--- config.mk ---
export PLATFORM = sky130hd
export DESIGN_NAME = seg_scan_driver_flat
export DESIGN_NICKNAME = d
export VERILOG_FILES = /design/src/rtl/seg_scan_driver_if.sv /design/src/rtl/seg_scan_driver.sv /design/src/flat_wrapper.sv
export SDC_FILE = /design/constraint.sdc
export NUM_CORES = 1
export LEC_CHECK = 0
export CAP_MARGIN = 20
export CORE_MARGIN = 5
export CORE_UTILIZATION = 50
export DETAILED_ROUTE_END_ITERATION = 10
export HOLD_SLACK_MARGIN = 0.02
export MAX_ROUTING_LAYER = met4
export PLACE_DENSITY = 0.74
export SKIP_LAST_GASP = 1
export SYNTH_ARGS = -nofsm -noshare
export SYNTH_HDL_FRONTEND = slang
export SYNTH_SLANG_ARGS = --single-unit
--- constraint.sdc ---
create_clock -name clk -period 2.9 [get_ports clk]
set_input_delay 0.29 -clock clk [delete_from_list [all_inputs] [get_ports clk]]
set_output_delay 0.29 -clock clk [all_outputs]
set_load 0.005 [all_outputs]
--- src/rtl/seg_scan_driver_if.sv ---
// Signal bundle between the counter-side source and the 4-digit seven-segment scan driver.
// The master drives value/dp_in/enable; the slave (the driver) returns the display pins.
interface seg_scan_driver_if;
    logic [15:0] value;
    logic [3:0]  dp_in;
    logic        enable;
    logic [3:0]  anodes;
    logic [7:0]  segments;
    logic        frame_done;

    modport master (
        output value, dp_in, enable,
        input  anodes, segments, frame_done
    );

    modport slave (
        input  value, dp_in, enable,
        output anodes, segments, frame_done
    );
endinterface

--- src/rtl/seg_scan_driver.sv ---
// Time-multiplexed common-anode 4-digit seven-segment driver with per-frame value snapshot.
// Optional leading-zero blanking is built when the macro SEG_SCAN_LZB_EN is defined.
module seg_scan_driver #(
    parameter int REFRESH_DIV  = 100000,
    parameter int BLANK_CYCLES = 16
) (
    input  logic             clk,
    input  logic             reset,
    seg_scan_driver_if.slave bus
);
    localparam int              CW        = (REFRESH_DIV > 2) ? $clog2(REFRESH_DIV) : 1;
    localparam logic [CW-1:0]   TICK_MAX  = CW'(REFRESH_DIV - 1);
    localparam logic [CW-1:0]   BLANK_LIM = CW'(BLANK_CYCLES);

    function automatic logic [7:0] hex_to_seg(input logic [3:0] nib);
        logic [7:0] code;
        case (nib)
            4'h0:    code = 8'hC0;
            4'h1:    code = 8'hF9;
            4'h2:    code = 8'hA4;
            4'h3:    code = 8'hB0;
            4'h4:    code = 8'h99;
            4'h5:    code = 8'h92;
            4'h6:    code = 8'h82;
            4'h7:    code = 8'hF8;
            4'h8:    code = 8'h80;
            4'h9:    code = 8'h90;
            4'hA:    code = 8'h88;
            4'hB:    code = 8'h83;
            4'hC:    code = 8'hC6;
            4'hD:    code = 8'hA1;
            4'hE:    code = 8'h86;
            4'hF:    code = 8'h8E;
            default: code = 8'hFF;
        endcase
        return code;
    endfunction

    logic [CW-1:0] tick_q, tick_d;
    logic [1:0]    idx_q, idx_d;
    logic [15:0]   snap_val_q, snap_val_d;
    logic [3:0]    snap_dp_q, snap_dp_d;
    logic [3:0]    anodes_q, anodes_d;
    logic [7:0]    segments_q, segments_d;
    logic          frame_done_q, frame_done_d;

    logic          wrap_s;
    logic [3:0]    nib_s;
    logic          suppress_s;
    logic          lit_s;

    assign wrap_s = (tick_q == TICK_MAX) && (idx_q == 2'd3);

    // Scan position, per-frame snapshot and frame pulse next-state
    always_comb begin
        tick_d       = tick_q;
        idx_d        = idx_q;
        snap_val_d   = snap_val_q;
        snap_dp_d    = snap_dp_q;
        frame_done_d = 1'b0;
        if (tick_q == TICK_MAX) begin
            tick_d = '0;
            idx_d  = idx_q + 2'd1;
        end else begin
            tick_d = tick_q + CW'(1);
        end
        if (wrap_s) begin
            snap_val_d   = bus.value;
            snap_dp_d    = bus.dp_in;
            frame_done_d = 1'b1;
        end else begin
            frame_done_d = 1'b0;
        end
    end

    // Select the nibble of the snapshot belonging to the current digit
    always_comb begin
        nib_s = 4'h0;
        case (idx_q)
            2'd0:    nib_s = snap_val_q[3:0];
            2'd1:    nib_s = snap_val_q[7:4];
            2'd2:    nib_s = snap_val_q[11:8];
            2'd3:    nib_s = snap_val_q[15:12];
            default: nib_s = 4'h0;
        endcase
    end

`ifdef SEG_SCAN_LZB_EN
    // A digit is a leading zero when it and every higher nibble are zero and its dp is off
    always_comb begin
        suppress_s = 1'b0;
        case (idx_q)
            2'd1:    suppress_s = (snap_val_q[15:4]  == 12'h000) && !snap_dp_q[1];
            2'd2:    suppress_s = (snap_val_q[15:8]  == 8'h00)   && !snap_dp_q[2];
            2'd3:    suppress_s = (snap_val_q[15:12] == 4'h0)    && !snap_dp_q[3];
            default: suppress_s = 1'b0;
        endcase
    end
`else
    assign suppress_s = 1'b0;
`endif

    assign lit_s = bus.enable && (tick_q >= BLANK_LIM) && !suppress_s;

    // Pin values for the next cycle, computed from the present scan state
    always_comb begin
        anodes_d   = 4'b1111;
        segments_d = 8'hFF;
        if (lit_s) begin
            anodes_d   = ~(4'b0001 << idx_q);
            segments_d = hex_to_seg(nib_s) & ~{snap_dp_q[idx_q], 7'b000_0000};
        end else begin
            anodes_d   = 4'b1111;
            segments_d = 8'hFF;
        end
    end

    // State and registered outputs
    always_ff @(posedge clk or posedge reset) begin
        if (reset) begin
            tick_q       <= '0;
            idx_q        <= 2'd0;
            snap_val_q   <= 16'h0000;
            snap_dp_q    <= 4'h0;
            anodes_q     <= 4'b1111;
            segments_q   <= 8'hFF;
            frame_done_q <= 1'b0;
        end else begin
            tick_q       <= tick_d;
            idx_q        <= idx_d;
            snap_val_q   <= snap_val_d;
            snap_dp_q    <= snap_dp_d;
            anodes_q     <= anodes_d;
            segments_q   <= segments_d;
            frame_done_q <= frame_done_d;
        end
    end

    assign bus.anodes     = anodes_q;
    assign bus.segments   = segments_q;
    assign bus.frame_done = frame_done_q;
endmodule
--- src/flat_wrapper.sv ---
// flat-port wrapper written by rule: the top's interface ports become plain ports
module seg_scan_driver_flat 
#(
    parameter int REFRESH_DIV  = 100000,
    parameter int BLANK_CYCLES = 16
)
  (clk, reset, bus_value, bus_dp_in, bus_enable, bus_anodes, bus_segments, bus_frame_done);
  seg_scan_driver_if bus_i ();
  input  logic clk;
  input  logic reset;
  input wire logic [$bits(bus_i.value)-1:0] bus_value;
  input wire logic [$bits(bus_i.dp_in)-1:0] bus_dp_in;
  input wire logic [$bits(bus_i.enable)-1:0] bus_enable;
  output wire logic [$bits(bus_i.anodes)-1:0] bus_anodes;
  output wire logic [$bits(bus_i.segments)-1:0] bus_segments;
  output wire logic [$bits(bus_i.frame_done)-1:0] bus_frame_done;
  assign bus_i.value = bus_value;
  assign bus_i.dp_in = bus_dp_in;
  assign bus_i.enable = bus_enable;
  assign bus_anodes = bus_i.anodes;
  assign bus_segments = bus_i.segments;
  assign bus_frame_done = bus_i.frame_done;
  seg_scan_driver #(.REFRESH_DIV(REFRESH_DIV), .BLANK_CYCLES(BLANK_CYCLES)) u_core (.clk(clk), .reset(reset), .bus(bus_i));
endmodule
==> results.json <==
{
  "status": "finished clean",
  "fill_cells": 397,
  "ys.flop_type": "dfrtp_1",
  "drtAntennaViolNets": 0,
  "drive_above_1_share_pct": 16.33,
  "nNetsFinal": 286,
  "totalWireLength_um": 4833,
  "gr-total-overflow": 0,
  "die_area_mm2": 0.006528,
  "gp_congestion": 0.8016,
  "synth_seq_cells": 52,
  "die_h_um": 80.80,
  "final.period_utilization_pct": 80.11,
  "ys_seq_area_share_pct": 52.52,
  "place_hpwl_um": 3471,
  "port_buffers": 35,
  "clockBufferDepth": 2,
  "cp.required_ns": 3.11,
  "start_util_pct": 52.37,
  "synthArstFlopShare_pct": 100.0,
  "clkPwrFrac_pct": 40.2,
  "via_per_inst": 5.258,
  "fmax_mhz": 430.5,
  "htreeDepth": 2,
  "drtIter0Drc": 98,
  "first_pass_iters": 5,
  "hold_ws_ns": 0.3173,
  "postCtsHoldBufs": 0,
  "tightest_slew_ns": 0.9053,
  "powerDensity_mw_per_mm2": 433.5,
  "power.switching_mw": 0.2553,
  "n_antenna_cell": 0,
  "seq_power_share_pct": 55.1,
  "instances_no_fill": 318,
  "critPathArrivalTime_ns": 2.54,
  "fin_ws_ns": 0.5769,
  "clock_latency_ns": 0.30,
  "synthCells": 210,
  "critPathLaunchType": "flip-flop",
  "synth_edf_count": 0,
  "yosysMostFrequentCell": "dfrtp_1",
  "slowest_stage": "mux2i_1",
  "synthTopCellsByArea": "dfrtp_1, dfstp_2, ha_1, mux2_4, mux2_1",
  "rsz0062_at_grt": "no",
  "grt_max_degree": 49,
  "drcViolationCount": 0,
  "die_w_um": 80.80,
  "grt_first_pass_wirelength_um": 7983,
  "vdd_drop_max_uv": 365.3,
  "reg2reg_from": "u_core.idx_q[0]",
  "cts_tree": "yes",
  "holdCritPathClass": "input pin to async pin",
  "fin_setup_tns_ns": 0,
  "ys.warnings.count": 0,
  "core_mm2": 0.004786,
  "cts_sinks": 52,
  "critPathBufInv": 2,
  "setup_viol": 0,
  "syn_nets": 246,
  "critical_path_class": "flip-flop to flip-flop",
  "final-max-slew-violation-count": 0,
  "synth_top_area_cell": "dfrtp_1",
  "synth.avg_cell_area_um2": 11.93,
  "clkSlewWorstSetupHoldPaths_ns": 0.09,
  "yosys-top-cells-count": "dfrtp_1, inv_1, nor2_1",
  "synthToLayoutAreaGrowth_pct": 22.37,
  "comb_power_share_pct": 4.8,
  "place_inst": 309,
  "crit_family": "adder cells",
  "p_int_mw": 1.074,
  "r2r_setup_slack_ns": 0.58,
  "pin_count": 36,
  "yosys.cell_types.count": 40,
  "grt_antenna_before_repair": 0,
  "r2r-end": "u_core.bus.segments[3]",
  "hold_viol": 0,
  "rows": 25,
  "swShare_pct": 19.21,
  "synth.cell_area_mm2": 0.002506,
  "drv_cap": 0,
  "slowest_delay_ns": 0.49,
  "cp_max_fo": 6,
  "total_power_mw": 1.329,
  "fin_crit_ns": 2.323,
  "power_leakage_nw": 1.459,
  "endpoint_kind": "flip-flop",
  "path_cells": "inv_1 -> ha_1 -> mux2i_1 -> inv_1 -> ha_1 -> nor2_1 -> a211oi_1 -> o21ai_1",
  "ctsRootBufferMaster": "clkbuf_8",
  "slew_headroom_pct": 37.92,
  "yosys.area.top_type_share_pct": 39.94,
  "cts_setup_buffers": 0,
  "grt_pass1_vias": 1675,
  "post_cts_resize_count": 0,
  "dp_slack_ns": 0.5892,
  "grtUsageTotal_pct": 16.72,
  "cts_buffers": 5,
  "route.detailed.wl_per_inst_um": 15.20,
  "r2r_cells": 8,
  "skew_ns": 0.003048,
  "vias": 1672,
  "startpoint": "u_core.idx_q[0]"
}
[how the worst max path moves through the flow]
stage | cells after the start | end
after floorplan | 8 | u_core.bus.segments[3]
after global placement | 8 | u_core.bus.segments[3]
after detailed placement | 8 | u_core.bus.segments[3]
after CTS | 8 | u_core.bus.segments[3]
after global routing | 8 | u_core.bus.segments[3]
final | 8 | u_core.bus.segments[3]
[through the flow]
stage | instance area (um^2) | utilization (%)
6_report | 3067 | 64.08
5_1_grt | 3067 | 64.08
4_1_cts | 3047 | 63.66
3_5_place_dp | 2920 | 61.02
3_3_place_gp | 2920 | 61.02
2_1_floorplan | 2506 | -
[cells by family (layout without fill, tap and decap cells)]
family	Yosys count	after routing	synth area share, %
AND/OR/NAND/NOR	59	59	12.48
flip-flops	52	52	52.52
AO/OA/AOI/OAI	24	24	6.690
buffers and inverters	24	65	4.543
multiplexers	23	23	12.03
XOR/XNOR	15	15	5.242
adder cells (fa/ha/maj)	13	13	6.490
[per-layer routing]
layer  up-vias  routed length (um)  global-route usage [%]
met3        11                 250                   3.991
met5         -                   0                       -
met4         0                 113                   7.095
li1        798                   -                       -
met1       816                2080                   19.73
met2        47                2389                   27.48
[state kept, by name, summed over array words and instances, names as in the netlist]
| name | cells |
|---|---|
| u_core.idx_q | 2 |
| u_core.snap_val_q | 16 |
| u_core.bus.frame_done | 1 |
| u_core.snap_dp_q | 4 |
| u_core.bus.anodes | 4 |
| u_core.bus.segments | 8 |
| u_core.tick_q | 17 |
[worst register-to-register path, delay by kind of cell (launching register included)]
family	cells	cell delay, ns
adder cells (fa/ha/maj)	2	0.65
multiplexers	1	0.49
flip-flops	1	0.43
buffers and inverters	2	0.32
AO/OA/AOI/OAI	2	0.31
AND/OR/NAND/NOR	1	0.05
[power by group through the flow]
stage | sequential, mW | clock (mW) | combinational [mW]
after detailed placement | 0.746 | 0 | 0.0616
after CTS | 0.732 | 0.544 | 0.0618
after floorplan | 0.746 | 0 | 0.0156
after global routing | 0.733 | 0.577 | 0.0702
final | 0.732 | 0.534 | 0.0632
after global placement | 0.746 | 0 | 0.0615
[placed cells by master, fill, tap and decap left out, drive strengths merged, types with 2 or more instances in the layout]
cell type,instances
dfrtp,40
nor2,16
mux2,17
xnor2,6
nand3,12
a222oi,4
o21ai,9
buf,5
nand2,13
xor2,9
ha,13
clkbuf,7
mux2i,5
dfstp,12
a21oi,3
nand2b,2
inv,17
nor3,2
clkdlybuf4s50,35
nand4,4
nor4,2
o221ai,4
[final cells by class]
cell class	instances	area, um^2	area share, %
Multi-Input combinational cell	134	1076	35.09
Clock buffer	7	96.34	3.142
Timing Repair Buffer	40	400.4	13.06
Inverter	17	63.81	2.081
Sequential cell	52	1316	42.92
Tap cell	67	83.83	2.734
Clock inverter	1	30.03	0.9792
Power figures use the tool's default switching activity.
